**config.mk**
```make
export PLATFORM = sky130hd
export DESIGN_NAME = regfile_write_arbiter
export DESIGN_NICKNAME = d
export VERILOG_FILES = /design/src/rtl/regfile_write_arbiter.sv
export SDC_FILE = /design/constraint.sdc
export NUM_CORES = 1
export LEC_CHECK = 0
export ABC_AREA = 1
export CAP_MARGIN = 20
export CORE_UTILIZATION = 39
export DETAILED_ROUTE_END_ITERATION = 8
export PLACE_DENSITY = 0.73
export SETUP_SLACK_MARGIN = 0.05
export SYNTH_ARGS = -nofsm -noshare
export SYNTH_HDL_FRONTEND = slang
export SYNTH_SLANG_ARGS = --single-unit
```
**constraint.sdc**
```tcl
create_clock -name clock_reg -period 3 [get_ports clock_reg]
set_clock_uncertainty 0.05 [all_clocks]
set_input_delay 0.6 -clock clock_reg [delete_from_list [all_inputs] [get_ports clock_reg]]
set_output_delay 0.6 -clock clock_reg [all_outputs]
set_load 0.05 [all_outputs]
```
**src/rtl/regfile_write_arbiter.sv**
```systemverilog
// regfile_write_arbiter: owns the single write port of the register file and
// shares it between requester 0 (ALU writeback) and requester 1 (switch/IO load)
// using round-robin arbitration with a req/gnt handshake. All outputs are registered.
// A built-in clear sequencer zeroes registers 1..NUM_REGS-1 on demand.
// Optional feature macro: REGARB_R0_DROP_EN. When it is defined, a granted write to
// address 0 is dropped: the grant still pulses, but write_enable stays low.
module regfile_write_arbiter #(
    parameter int DATA_W   = 8,
    parameter int ADDR_W   = 3,
    parameter int NUM_REGS = 8
) (
    input  logic              clock_reg,
    input  logic              reset,
    input  logic              req0,
    input  logic [ADDR_W-1:0] addr0,
    input  logic [DATA_W-1:0] data0,
    output logic              gnt0,
    input  logic              req1,
    input  logic [ADDR_W-1:0] addr1,
    input  logic [DATA_W-1:0] data1,
    output logic              gnt1,
    input  logic              clear_start,
    output logic              busy,
    output logic              clear_done,
    output logic              write_enable,
    output logic [ADDR_W-1:0] write_address,
    output logic [DATA_W-1:0] write_data
);

    typedef enum logic {ARB, CLEAR} state_t;

    localparam logic [ADDR_W-1:0] LAST_ADDR = ADDR_W'(NUM_REGS - 1);

    state_t            state, state_n;
    logic [ADDR_W-1:0] cnt, cnt_n;          // last address written by the clear sequence
    logic              last_gnt, last_gnt_n;
    logic              gnt0_n, gnt1_n, busy_n, done_n, we_n;
    logic [ADDR_W-1:0] waddr_n;
    logic [DATA_W-1:0] wdata_n;

    // A requester already holding a grant this cycle is ignored until it updates req.
    logic              elig0, elig1, win_vld, win_sel, do_arb;
    logic [ADDR_W-1:0] win_addr;
    logic [DATA_W-1:0] win_data;

    // Round-robin pick between eligible requesters; ties go to the one not granted last.
    always_comb begin
        elig0    = req0 & ~gnt0;
        elig1    = req1 & ~gnt1;
        win_vld  = elig0 | elig1;
        win_sel  = 1'b0;
        if (elig0 && elig1)
            win_sel = ~last_gnt;
        else if (elig1)
            win_sel = 1'b1;
        win_addr = win_sel ? addr1 : addr0;
        win_data = win_sel ? data1 : data0;
    end

    // Next-state and next-output logic for the ARB/CLEAR controller.
    always_comb begin
        state_n    = state;
        cnt_n      = cnt;
        last_gnt_n = last_gnt;
        gnt0_n     = 1'b0;
        gnt1_n     = 1'b0;
        busy_n     = busy;
        done_n     = 1'b0;
        we_n       = 1'b0;
        waddr_n    = write_address;
        wdata_n    = write_data;
        do_arb     = 1'b0;

        case (state)
            ARB: begin
                if (clear_start) begin
                    // Clear takes priority: first zeroing write goes out on the next edge.
                    state_n = CLEAR;
                    busy_n  = 1'b1;
                    cnt_n   = ADDR_W'(1);
                    we_n    = 1'b1;
                    waddr_n = ADDR_W'(1);
                    wdata_n = '0;
                end else begin
                    do_arb = 1'b1;
                end
            end
            CLEAR: begin
                if (cnt == LAST_ADDR) begin
                    // Sequence finished; pending requests may be served on this same edge.
                    state_n = ARB;
                    busy_n  = 1'b0;
                    done_n  = 1'b1;
                    cnt_n   = '0;
                    do_arb  = 1'b1;
                end else begin
                    cnt_n   = cnt + ADDR_W'(1);
                    we_n    = 1'b1;
                    waddr_n = cnt + ADDR_W'(1);
                    wdata_n = '0;
                end
            end
            default: state_n = ARB;
        endcase

        if (do_arb && win_vld) begin
            gnt0_n     = ~win_sel;
            gnt1_n     = win_sel;
            last_gnt_n = win_sel;
`ifdef REGARB_R0_DROP_EN
            if (win_addr != '0) begin
                we_n    = 1'b1;
                waddr_n = win_addr;
                wdata_n = win_data;
            end
`else
            we_n    = 1'b1;
            waddr_n = win_addr;
            wdata_n = win_data;
`endif
        end
    end

    // State, counter and registered write-port outputs.
    always_ff @(posedge clock_reg) begin
        if (reset) begin
            state         <= ARB;
            cnt           <= '0;
            last_gnt      <= 1'b1;
            gnt0          <= 1'b0;
            gnt1          <= 1'b0;
            busy          <= 1'b0;
            clear_done    <= 1'b0;
            write_enable  <= 1'b0;
            write_address <= '0;
            write_data    <= '0;
        end else begin
            state         <= state_n;
            cnt           <= cnt_n;
            last_gnt      <= last_gnt_n;
            gnt0          <= gnt0_n;
            gnt1          <= gnt1_n;
            busy          <= busy_n;
            clear_done    <= done_n;
            write_enable  <= we_n;
            write_address <= waddr_n;
            write_data    <= wdata_n;
        end
    end

endmodule

```
==> flow_metrics.env <==
export IMPL_status="completed"
export IMPL_syn_inst=156
export IMPL_nNetsFinal=229
export IMPL_ys_ff_latch=21
export IMPL_fmax_mhz=469
export IMPL_clock_sinks=21
export IMPL_maxCapViolCount=0
export IMPL_syn_area_um2=1040
export IMPL_hold_class="reg2reg"
export IMPL_power_leakage_nw=0.712
export IMPL_ctsResizeCount=0
export IMPL_rsz0062_at_grt="false"
export IMPL_yosys_warnings=0
export IMPL_antenna_cells=0
export IMPL_worstSkewPairLatency_ps=300
export IMPL_cts_setup_buffers=0
export IMPL_grt_util_all_layers=0.193
export IMPL_ios=43
export IMPL_synth_area_per_cell_um2=6.64
export IMPL_synth_cell_type_count=19
export IMPL_power_density_nw_per_um2=411
export IMPL_die_area_um2=2870
export IMPL_crit_fanout=3
export IMPL_cp_cell_sequence="clkdlybuf4s50_1"
export IMPL_start_kind="flip-flop"
export IMPL_drc=0
export IMPL_synth_top_cell_area_share=0.406
export IMPL_area_growth_pct=46.1
export IMPL_die_y_um=53.5
export IMPL_grt_max_degree=19
export IMPL_routed_wirelength_mm=2.39
export IMPL_drt_pass1_iterations=4
export IMPL_slew_viol_final=0
export IMPL_end_kind="output port"
export IMPL_yosysSeqAreaShare=0.406
export IMPL_clockBufferDepth=2
export IMPL_root_buffer="clkbuf_4"
export IMPL_worst_pin_slew_ps=514
export IMPL_tns_ps=0
export IMPL_antenna_found_initial=0
export IMPL_grt_pass1_wl_mm=4.00
export IMPL_cts_tree="yes"
export IMPL_cts_made_buffers=3
export IMPL_yosysTopAreaCell="dfxtp_1"
export IMPL_fp_coreArea_um2=2500
export IMPL_holdBufCountCts=0
export IMPL_fill_cells=231
export IMPL_crit_family="buffers and inverters"
export IMPL_die_width_um=53.5
export IMPL_overflow=0
export IMPL_htree_levels=1
export IMPL_holdWs_ps=422
export IMPL_crit_buf_inv=1
export IMPL_criticalPathCategory="reg2out"
export IMPL_grt_pass1_vias=991
export IMPL_gp_congestion=0.821
export IMPL_min_period_over_period=0.711
export IMPL_drt_iter0_markers=16
export IMPL_ys_top_cells_by_area="dfxtp_1, nand2_1, nand3_1"
export IMPL_crit_slowest_cell="clkdlybuf4s50_1"
export IMPL_dp_final_hpwl_mm=1.87
export IMPL_required_ps=2350
export IMPL_drive_above_1_share=0.0704
export IMPL_fin_crit_ps=2130
export IMPL_slew_headroom=0.656
export IMPL_final_area_um2=1510
export IMPL_hold_viol=0
export IMPL_portBuffers=42
export IMPL_start_util=0.414
export IMPL_setup_viol=0
export IMPL_vias=1077
export IMPL_vias_per_cell=4.70
export IMPL_cp_slowest_stage_delay_ps=820
export IMPL_postPlaceCellArea_um2=1490
export IMPL_syn_nets=185
export IMPL_clkTransAtPathRegs_ps=110
export IMPL_antenna_left=0
export IMPL_routedWlPerCell_um=10.4
export IMPL_row_count=18
export IMPL_worstPathArrival_ps=1480
export IMPL_ir_worst_vdd_mv=0.261
==> cell type report <==
type / instances / area (µm²) / share of cell area
multi-input cells: 101 / 480 / 0.317
inverters: 29 / 114 / 0.0752
well taps: 30 / 37.5 / 0.0248
repair buffers: 44 / 435 / 0.288
flip-flops and latches: 21 / 420 / 0.278
clock buffers: 4 / 26.3 / 0.0174
==> layout by cell type, fill, tap and decap left out, drive strengths merged <==
cell type	instances
a21oi	13
nor3	2
nand2	47
o21ai	2
clkbuf	4
ha	2
nand3	21
nor2	12
dfxtp	21
or2	1
nor3b	1
clkdlybuf4s50	42
inv	29
buf	2
==> report_power, final <==
part           internal, mW  leakage (nW)  switching (mW)  total (mW)
logic                0.0767         0.524           0.106       0.183
registers             0.295         0.173         0.00993       0.305
clock network        0.0517        0.0150          0.0826       0.134
total                 0.424         0.712           0.199       0.622
==> routing by layer <==
layer | up-vias | global-route usage | share of wire
met5 | - | 0 | 0
met4 | 0 | 0.0921 | 0.0071
met3 | 2 | 0.0282 | 0.052
met2 | 35 | 0.327 | 0.48
met1 | 476 | 0.238 | 0.46
li1 | 564 | - | -
==> path summary, 6_finish.rpt <==
path | startpoint | endpoint | slack (ps) | depth (start not counted)
max | gnt1$_SDFF_PP0_ | gnt1 | 870 | 1
min | write_data[3]$_SDFFE_PP0P_ | write_data[3]$_SDFFE_PP0P_ | 420 | 2
max reg2reg | gnt0$_SDFF_PP0_ | last_gnt$_SDFFE_PP1P_ | 1380 | 5
min reg2reg | write_data[3]$_SDFFE_PP0P_ | write_data[3]$_SDFFE_PP0P_ | 420 | 2
==> Yosys cell counts <==
cell type and n:
nand2_1 45, inv_1 27, dfxtp_1 21, nand3_1 21, a21oi_1 13, nor2_1 11
buf_2 2, clkbuf_1 2, ha_1 2, nor3_1 2, o21ai_2 2, buf_1 1
inv_2 1, inv_6 1, nand2_2 1, nand2_4 1, nor2_4 1, nor3b_2 1
or2_2 1
==> sequential cells by signal (all words and copies together) (netlist names) <==
name and flops:
write_data 8, cnt 3, write_address 3, busy 1
clear_done 1, gnt0 1, gnt1 1, last_gnt 1
state 1, write_enable 1
==> cell families after synthesis <==
family / share of synthesized area
and+or+nand+nor: 0.360
buffers and inverters: 0.130
DFF: 0.406
adders and majority gates: 0.0242
AOI/OAI and AO/OA: 0.0797
==> stage by stage <==
step	utilization	worst slack, ps	total power, mW	std cells
after global placement	0.595	713	0.492	225
after global routing	0.606	810	0.662	229
after floorplan	-	1490	0.422	156
final	0.606	868	0.622	229
after CTS	0.606	849	0.630	229
after detailed placement	0.595	637	0.495	225
(Power assumes the default switching activity.)
